### src/rtl/hd_program_loader_pkg.sv
// Shared definitions for the program loader, instruction memory and control unit.
// Holds the block geometry, HD track size, lfhd opcode and the loader state encoding.
package hd_program_loader_pkg;

    localparam int unsigned TAM_BLOCO       = 200;   // words per process block
    localparam int unsigned NUM_SLOTS       = 8;     // process blocks in instruction memory
    localparam int unsigned HD_TRACK_WORDS  = 256;   // words reserved per program on the HD
    localparam int unsigned TIMEOUT_DEFAULT = 1023;  // cycles to wait for hd_valid

    localparam int unsigned OPC_W    = 6;
    localparam logic [OPC_W-1:0] OPC_LFHD = 6'h2B;   // load-from-HD instruction opcode

    localparam int unsigned STATE_W = 3;
    localparam logic [STATE_W-1:0] ST_IDLE  = 3'd0;
    localparam logic [STATE_W-1:0] ST_CHECK = 3'd1;
    localparam logic [STATE_W-1:0] ST_REQ   = 3'd2;
    localparam logic [STATE_W-1:0] ST_WAIT  = 3'd3;
    localparam logic [STATE_W-1:0] ST_WRITE = 3'd4;
    localparam logic [STATE_W-1:0] ST_DONE  = 3'd5;
    localparam logic [STATE_W-1:0] ST_ERR   = 3'd6;

endpackage

### src/rtl/hd_program_loader.sv
// Copies one program image from the HD into a process block of instruction memory.
// Ports: clock/reset (async, active-high); start/prog_id/slot/prog_len load command;
// hd_rd_en/hd_addr request and hd_data/hd_valid response from the HD;
// mem_we/mem_addr/mem_data instruction-memory write port;
// busy/done/error status and cursor (base of the last successfully loaded block).
module hd_program_loader
    import hd_program_loader_pkg::*;
#(
    parameter int unsigned TIMEOUT = TIMEOUT_DEFAULT
) (
    input  logic        clock,
    input  logic        reset,
    input  logic        start,
    input  logic [7:0]  prog_id,
    input  logic [2:0]  slot,
    input  logic [15:0] prog_len,
    output logic        hd_rd_en,
    output logic [31:0] hd_addr,
    input  logic [31:0] hd_data,
    input  logic        hd_valid,
    output logic        mem_we,
    output logic [31:0] mem_addr,
    output logic [31:0] mem_data,
    output logic        busy,
    output logic        done,
    output logic        error,
    output logic [31:0] cursor
);

    localparam int unsigned WAIT_W = $clog2(TIMEOUT + 1);

    logic [STATE_W-1:0] state_q, state_d;
    logic [7:0]         prog_id_q, prog_id_d;
    logic [7:0]         slot_q, slot_d;       // wider than the port so the range check stays a real compare
    logic [15:0]        prog_len_q, prog_len_d;
    logic [15:0]        n_q, n_d;
    logic [WAIT_W-1:0]  wait_q, wait_d;
    logic               hd_rd_en_q, hd_rd_en_d;
    logic [31:0]        hd_addr_q, hd_addr_d;
    logic               mem_we_q, mem_we_d;
    logic [31:0]        mem_addr_q, mem_addr_d;
    logic [31:0]        mem_data_q, mem_data_d;
    logic               busy_q, busy_d;
    logic               done_q, done_d;
    logic               error_q, error_d;
    logic [31:0]        cursor_q, cursor_d;
    logic [31:0]        base_c;

    // Destination block base: constant times a small slot index.
    assign base_c = 32'(slot_q) * TAM_BLOCO;

    // State and output registers.
    always_ff @(posedge clock or posedge reset) begin
        if (reset) begin
            state_q    <= ST_IDLE;
            prog_id_q  <= '0;
            slot_q     <= '0;
            prog_len_q <= '0;
            n_q        <= '0;
            wait_q     <= '0;
            hd_rd_en_q <= 1'b0;
            hd_addr_q  <= '0;
            mem_we_q   <= 1'b0;
            mem_addr_q <= '0;
            mem_data_q <= '0;
            busy_q     <= 1'b0;
            done_q     <= 1'b0;
            error_q    <= 1'b0;
            cursor_q   <= '0;
        end else begin
            state_q    <= state_d;
            prog_id_q  <= prog_id_d;
            slot_q     <= slot_d;
            prog_len_q <= prog_len_d;
            n_q        <= n_d;
            wait_q     <= wait_d;
            hd_rd_en_q <= hd_rd_en_d;
            hd_addr_q  <= hd_addr_d;
            mem_we_q   <= mem_we_d;
            mem_addr_q <= mem_addr_d;
            mem_data_q <= mem_data_d;
            busy_q     <= busy_d;
            done_q     <= done_d;
            error_q    <= error_d;
            cursor_q   <= cursor_d;
        end
    end

    // Next state; outputs are derived from the next state so each strobe
    // is registered and coincides exactly with its state.
    always_comb begin
        state_d    = state_q;
        prog_id_d  = prog_id_q;
        slot_d     = slot_q;
        prog_len_d = prog_len_q;
        n_d        = n_q;
        wait_d     = wait_q;
        hd_addr_d  = hd_addr_q;
        mem_addr_d = mem_addr_q;
        mem_data_d = mem_data_q;
        cursor_d   = cursor_q;

        case (state_q)
            ST_IDLE: begin
                if (start) begin
                    prog_id_d  = prog_id;
                    slot_d     = 8'(slot);
                    prog_len_d = prog_len;
                    state_d    = ST_CHECK;
                end
            end
            ST_CHECK: begin
                if (prog_len_q > 16'(TAM_BLOCO) || slot_q >= 8'(NUM_SLOTS)) begin
                    state_d = ST_ERR;
                end else if (prog_len_q == 16'd0) begin
                    state_d = ST_DONE;
                end else begin
                    n_d     = '0;
                    state_d = ST_REQ;
                end
            end
            ST_REQ: begin
                wait_d  = '0;
                state_d = ST_WAIT;
            end
            ST_WAIT: begin
                if (hd_valid) begin
                    mem_data_d = hd_data;
                    state_d    = ST_WRITE;
                end else begin
                    wait_d = wait_q + WAIT_W'(1);
                    if (wait_d == WAIT_W'(TIMEOUT)) begin
                        state_d = ST_ERR;
                    end
                end
            end
            ST_WRITE: begin
                if (n_q == prog_len_q - 16'd1) begin
                    state_d = ST_DONE;
                end else begin
                    n_d     = n_q + 16'd1;
                    state_d = ST_REQ;
                end
            end
            ST_DONE: begin
                cursor_d = base_c;
                state_d  = ST_IDLE;
            end
            ST_ERR: begin
                state_d = ST_IDLE;
            end
            default: begin
                state_d = ST_IDLE;
            end
        endcase

        hd_rd_en_d = (state_d == ST_REQ);
        mem_we_d   = (state_d == ST_WRITE);
        busy_d     = (state_d != ST_IDLE);
        done_d     = (state_d == ST_DONE);
        error_d    = (state_d == ST_ERR);

        if (hd_rd_en_d) begin
            hd_addr_d = 32'(prog_id_q) * HD_TRACK_WORDS + 32'(n_d);
        end
        if (mem_we_d) begin
            mem_addr_d = base_c + 32'(n_d);
        end
    end

    assign hd_rd_en = hd_rd_en_q;
    assign hd_addr  = hd_addr_q;
    assign mem_we   = mem_we_q;
    assign mem_addr = mem_addr_q;
    assign mem_data = mem_data_q;
    assign busy     = busy_q;
    assign done     = done_q;
    assign error    = error_q;
    assign cursor   = cursor_q;

endmodule
### config.mk
export PLATFORM = sky130hd
export DESIGN_NAME = hd_program_loader
export DESIGN_NICKNAME = d
export VERILOG_FILES = /design/src/rtl/hd_program_loader_pkg.sv /design/src/rtl/hd_program_loader.sv
export SDC_FILE = /design/constraint.sdc
export NUM_CORES = 1
export LEC_CHECK = 0
export ABC_AREA = 1
export CORE_MARGIN = 2
export CORE_UTILIZATION = 50
export DETAILED_ROUTE_END_ITERATION = 12
export PLACE_DENSITY = 0.82
export SLEW_MARGIN = 30
export SYNTH_ARGS = -nofsm -noshare
export SYNTH_HDL_FRONTEND = slang
export SYNTH_SLANG_ARGS = --single-unit
### constraint.sdc
create_clock -name clock -period 4.9 [get_ports clock]
set_clock_uncertainty 0.2 [all_clocks]
set_input_delay 0.735 -clock clock [delete_from_list [all_inputs] [get_ports clock]]
set_output_delay 0.735 -clock clock [all_outputs]
set_load 0.01 [all_outputs]
==> results_dict.tcl, run 1 <==
set metrics [dict create \
    clock_sinks 134 \
    crit_family "simple AND/OR/NAND/NOR gates" \
    fp.dieH_um 127 \
    clockBufferDepth 2 \
    htree_num_levels 4 \
    ioPinCount 196 \
    min_period_ps 4450 \
    end_kind "flop" \
    io_buffers 141 \
    tns_ps 0 \
    antenna_found_initial 0 \
    grt_max_degree 73 \
    post-route-period-util_pct 90.9 \
    synth_compound_area_share_pct 7.31 \
    combPwrFrac_pct 40.3 \
    synthFlopType "dfrtp_1" \
    dr.pass1.iters 5 \
    ys_types 44 \
    syn-mean-instance-area_um2 8.10 \
    critPathLaunchType "flop" \
    arrival_ps 4570 \
    fin_total_pwr_mw 5.17 \
    synth_seq_cells 134 \
    routed-via-count 6443 \
    drcViolationCount 0 \
    status "finished, final reports clean" \
    crit_top_cell "nand2_1" \
    fin_cells 1272 \
    sequentialPowerShare_pct 34.7 \
    grt_pass1_wl_um 30600 \
    leakage_nw 4.63 \
    place_inst 1240 \
    synthToLayoutAreaGrowth_pct 26.7 \
    multiInputGateArea_um2 3570 \
    place.gp.congestion 0.902 \
    seq_area_um2 3350 \
    finalHoldViolCount 0 \
    hp-class "flop to flop" \
    start_util_pct 51.4 \
    synth-simple-area-share_pct 26.3 \
    cp_data_required_time_ps 5010 \
    swShare_pct 37.9 \
    wl_per_cell_um 14.7 \
    fp.dieW_um 127 \
    setup_viol 0 \
    ir_drop_uv 336 \
    drive_gt1_share_pct 8.46 \
    clock_power_share_pct 25.1 \
    core_um2 14600 \
    dieArea_um2 16100 \
    cap_violations 0 \
    async_reset_ff_share_pct 100 \
    syn_inst 930 \
    cts-buffers-inserted 17 \
    vias_per_cell 5.07 \
    syn_area_um2 7530 \
    muxShareOfSynthArea_pct 2.09 \
    clkSlewWorstSetupHoldPaths_ps 60 \
    holdBufCountCts 0 \
    dp_hpwl_um 13400 \
    crit_buf_inv 3 \
    crit_type "flop to flop" \
    fmax_mhz 225 \
    crit_slowest_cell "fa_1" \
    fin_nets 1164 \
    rsz0062_at_grt "false" \
    max_stage_delay_ps 410 \
    overflow 0 \
    final.fill_count 1241 \
    drtIter0Drc 369 \
    root_buffer "clkbuf_16" \
    synth_fa_ha_area_share_pct 4.52 \
    switching_power_mw 1.96 \
    cellPowerDensity_nw_per_um2 542 \
    drt-total-wl_um 18700 \
    synthXorXnorAreaFrac_pct 4.29 \
    yosysSeqAreaShare_pct 44.5 \
    internal-power_mw 3.21 \
    num_rows 44 \
    n_antenna_cell 0 \
    tightestPinTransition_ps 682 \
    cts_tree "built" \
    grt_usage_pct 24.0 \
    synth_top_family_by_area "simple AND/OR/NAND/NOR gates" \
    grt_pass1_vias 6195 \
    ys_warn_count 0 \
    maxSlewHeadroom_pct 54.0 \
    worstSkewPairLatency_ps 420 \
    crit_fanout 8 \
    finalMaxSlewViolations 0 \
    synth-edff-count 0 \
    drtAntennaViolNets 0 \
]
layout by cell type (no fill, tap or decap), types with 3 or more instances in the layout:
cell | Yosys | routed
nand2_1 | 282 | 282
nor2_1 | 70 | 69
nor3_1 | 9 | 9
mux2_2 | 14 | 14
nand3_1 | 49 | 49
clkdlybuf4s50_1 | 0 | 141
xor2_1 | 29 | 29
buf_4 | 56 | 3
clkinv_4 | 0 | 3
dfrtp_1 | 134 | 134
nand3b_1 | 8 | 8
nand2_4 | 3 | 3
o21ai_2 | 2 | 3
nand2_2 | 10 | 10
conb_1 | 1 | 54
inv_1 | 78 | 77
a21oi_1 | 30 | 30
inv_6 | 0 | 6
o31ai_1 | 4 | 4
clkinv_2 | 1 | 3
nand4_1 | 4 | 4
nor4_1 | 6 | 6
nor2_2 | 9 | 10
clkbuf_16 | 0 | 17
ha_1 | 24 | 23
o22ai_1 | 9 | 9
o21ai_0 | 42 | 39
inv_2 | 6 | 6
xnor2_1 | 6 | 6
o21ai_1 | 7 | 9
final timing paths:
path / startpoint / end / slack [ps] / cells after the start
worst max-delay path: prog_len_q[0] / mem_addr[13] / 450 / 28
worst max register to register: prog_len_q[0] / mem_addr[13] / 450 / 28
worst min register to register: mem_data[24] / mem_data[24] / 270 / 2
min in group asynchronous: reset / mem_data[16] / 580 / 2
worst min-delay path: mem_data[24] / mem_data[24] / 270 / 2
max in group asynchronous: reset / prog_len_q[14] / 3130 / 3
registers in the layout (all words and copies together), names as in the netlist, 3 cells and up:
name and flops:
hd_addr 17, slot_q 3, n_q 16, prog_len_q 16, mem_addr 17, mem_data 32
wait_q 10, cursor 7, state_q 3, prog_id_q 8
metrics by stage:
| step | hold slack (ps) | instance area (µm²) | setup slack (ps) | utilization, % |
|---|---|---|---|---|
| final | 268 | 9540 | 446 | 65.1 |
| after global routing | 285 | 9540 | 42.2 | 65.1 |
| after CTS | 273 | 9530 | 261 | 65.1 |
| after detailed placement | 258 | 8930 | 340 | 61.0 |
| after global placement | 253 | 8930 | 518 | 61.0 |
| after floorplan | 272 | 7730 | 382 | - |
cell families (layout without fill, tap and decap cells):
family | after synthesis | count (layout)
flip-flops | 134 | 134
other | 1 | 54
AO/OA/AOI/OAI | 101 | 101
XOR/XNOR | 36 | 36
adder cells (fa/ha/maj) | 26 | 26
multiplexers | 14 | 14
buffers and inverters | 159 | 264
AND/OR/NAND/NOR | 459 | 459
power by group through the flow:
stage	clock (mW)	sequential, mW	combinational (mW)
5_1_grt	1.37	1.84	2.32
6_report	1.29	1.79	2.08
3_3_place_gp	0	1.78	2.02
4_1_cts	1.32	1.79	2.09
2_1_floorplan	0	1.85	1.13
3_5_place_dp	0	1.79	2.07
tightest hold or removal path, delay by kind of cell (launching register included):
kind	cells	cell delay, ps
DFF	1	340
and+or+nand+nor	2	90
cell type report:
class	count	share of cell area, %
clock buffers	18	4.60
clock inverters	14	1.71
inverters	87	3.49
multi-input cells	690	37.4
flip-flops and latches	134	35.2
well taps	184	2.41
repair buffers	145	15.2
synthesized netlist by cell type (all sizes together), types with 11 or more instances:
cell,count,area [µm²]
nand2,295,1150
dfrtp,134,3350
inv,84,315
nor2,83,382
buf,61,449
o21ai,51,263
nand3,50,255
a21oi,30,150
xor2,30,270
ha,24,300
mux2,14,158
clkbuf,11,41.3
routing by layer:
layer | wire length [µm] | track usage [%] | part of all wire, % | up-vias
li1 | - | - | - | 3150
met1 | 7860 | 30.4 | 42 | 2986
met2 | 8880 | 38.8 | 47 | 275
met3 | 1540 | 7.59 | 8.3 | 32
met4 | 416 | 8.92 | 2.2 | 0
met5 | 0 | 0 | 0 | -
repair_timing:
item	4_1_cts	5_1_grt
setup endpoints to repair	0	4
resized for setup	0	5
buffers inserted	0	0
Note: power is estimated with default switching activity, not from simulation.
==> run 2, diff against run 1 <==
--- a/config.mk
+++ b/config.mk
@@ -6,7 +6,7 @@
 export NUM_CORES = 1
 export LEC_CHECK = 0
 export ABC_AREA = 1
-export CORE_MARGIN = 2
+export CORE_MARGIN = 3
 export CORE_UTILIZATION = 50
 export DETAILED_ROUTE_END_ITERATION = 12
 export PLACE_DENSITY = 0.82
==> run 2 against run 1 <==
First-iteration DRC count down 13%. Sequential power about the same. Via count about the same.
==> results_dict.tcl, run 2 (synthesis gave the netlist of run 1 again) <==
set metrics [dict create \
    n_antenna_cell 0 \
    crit_top_cell "nand2_1" \
    use_met2_pct 38.0 \
    drtIter0Drc 321 \
    largest_reg_flops 32 \
    clkSlewWorstSetupHoldPaths_ps 70 \
    place_ws_ps 301 \
    rsz0062_at_grt "false" \
    final.fill_count 1235 \
    min_from "mem_data[6]" \
    crit_family "simple AND/OR/NAND/NOR gates" \
    max_stage_delay_ps 400 \
    place.gp.congestion 0.899 \
    wl_per_cell_um 14.7 \
    fp.dieH_um 129 \
    antenna_found_initial 0 \
    final_util_pct 65.0 \
    sequentialPowerShare_pct 35.2 \
    setup_ws_ps 506 \
    end_kind "flop" \
    clock_power_share_pct 24.0 \
    gr-usage-met1_pct 28.6 \
    cts_resized 0 \
    final_common_cell "nand2_1" \
    core_um2 14600 \
    crit_fanout 13 \
    post-route-period-util_pct 89.7 \
    grt_usage_pct 23.1 \
    gr-max-usage-layer "met2" \
    dp_hpwl_um 13800 \
    vias_per_cell 5.06 \
    drcViolationCount 0 \
    holdBufCountCts 0 \
    tightestPinTransition_ps 748 \
    place_area_um2 8940 \
    finalMaxSlewViolations 0 \
    internal-power_mw 3.10 \
    arrival_ps 4510 \
    met3_usage_pct 7.18 \
    io_buffers 141 \
    routed-via-count 6437 \
    start_util_pct 51.4 \
    status "finished, final reports clean" \
    htree_num_levels 4 \
    min_period_ps 4390 \
    drive_gt1_share_pct 8.54 \
    crit_type "flop to flop" \
    clockBufferDepth 2 \
    drt-total-wl_um 18700 \
    swShare_pct 39.0 \
    clock_sinks 134 \
    critPathLaunchType "flop" \
    cellPowerDensity_nw_per_um2 535 \
    cts_setup_buffers 0 \
    maxSlewHeadroom_pct 50.2 \
    cp_data_required_time_ps 5020 \
    crit_buf_inv 1 \
    drtAntennaViolNets 0 \
    cts-buffers-inserted 17 \
    stdcell_area_um2 9510 \
    dr.pass1.iters 7 \
    fp.dieW_um 129 \
    fmax_mhz 228 \
    grt_max_degree 75 \
    ioPinCount 196 \
    grt_pass1_vias 6430 \
    ir_drop_uv 371 \
    crit_path_start "prog_len_q[0]" \
    cts_tree "built" \
    r2r_start "prog_len_q[0]" \
    tns_ps 0 \
    cap_violations 0 \
    worstSkewPairLatency_ps 420 \
    dieArea_um2 16600 \
    fin_nets 1165 \
    num_rows 44 \
    final_cell_mix "282 x nand2_1, 141 x clkdlybuf4s50_1, 134 x dfrtp_1" \
    root_buffer "clkbuf_16" \
    synthToLayoutAreaGrowth_pct 26.3 \
    combPwrFrac_pct 40.8 \
    leakage_nw 4.61 \
    setup_viol 0 \
    finalHoldViolCount 0 \
    overflow 0 \
    grt_pass1_wl_um 30500 \
    hold_ws_ps 273 \
    hp-class "flop to flop" \
    crit_slowest_cell "dfrtp_1" \
    switching_power_mw 1.98 \
]
run 2: area by class of cell:
type / count / area (µm²) / share of cell area, %
Sequential cell: 134 / 3350 / 35.2
Tap cell: 184 / 230 / 2.42
Inverter: 87 / 330 / 3.47
Multi-Input combinational cell: 690 / 3570 / 37.6
Clock inverter: 15 / 139 / 1.46
Timing Repair Buffer: 146 / 1460 / 15.4
Clock buffer: 17 / 425 / 4.47
run 2: final timing paths:
kind	endpoint	slack, ps	cells past startpoint
hold reg to reg	mem_data[6]	270	2
hold / removal	mem_data[6]	270	2
min in group asynchronous	mem_data[0]	610	2
max in group asynchronous	prog_len_q[14]	3020	3
setup reg to reg	mem_addr[14]	510	28
setup / recovery	mem_addr[14]	510	28
run 2: per-stage QoR:
step / power, mW / cells
finish: 5.09 / 1273
floorplan: 2.98 / 983
global placement: 3.80 / 1241
detailed placement: 3.86 / 1241
global route: 5.44 / 1273
CTS: 5.11 / 1273
run 2: per-layer routing:
metal,vias up,routed length (µm)
met5,-,0
met4,0,446
met3,41,1410
met2,242,8930
met1,3006,7930
li1,3148,-
run 2: power by group through the flow:
stage               logic, mW  registers (mW)  clock network (mW)
global placement         2.03            1.78                   0
finish                   2.08            1.79                1.22
global route             2.32            1.84                1.28
detailed placement       2.07            1.79                   0
floorplan                1.13            1.85                   0
CTS                      2.09            1.79                1.24
run 2: tightest hold or removal path, delay by kind of cell (launching register included):
family / cells / cell delay, ps
AND/OR/NAND/NOR: 2 / 100
flip-flops: 1 / 340
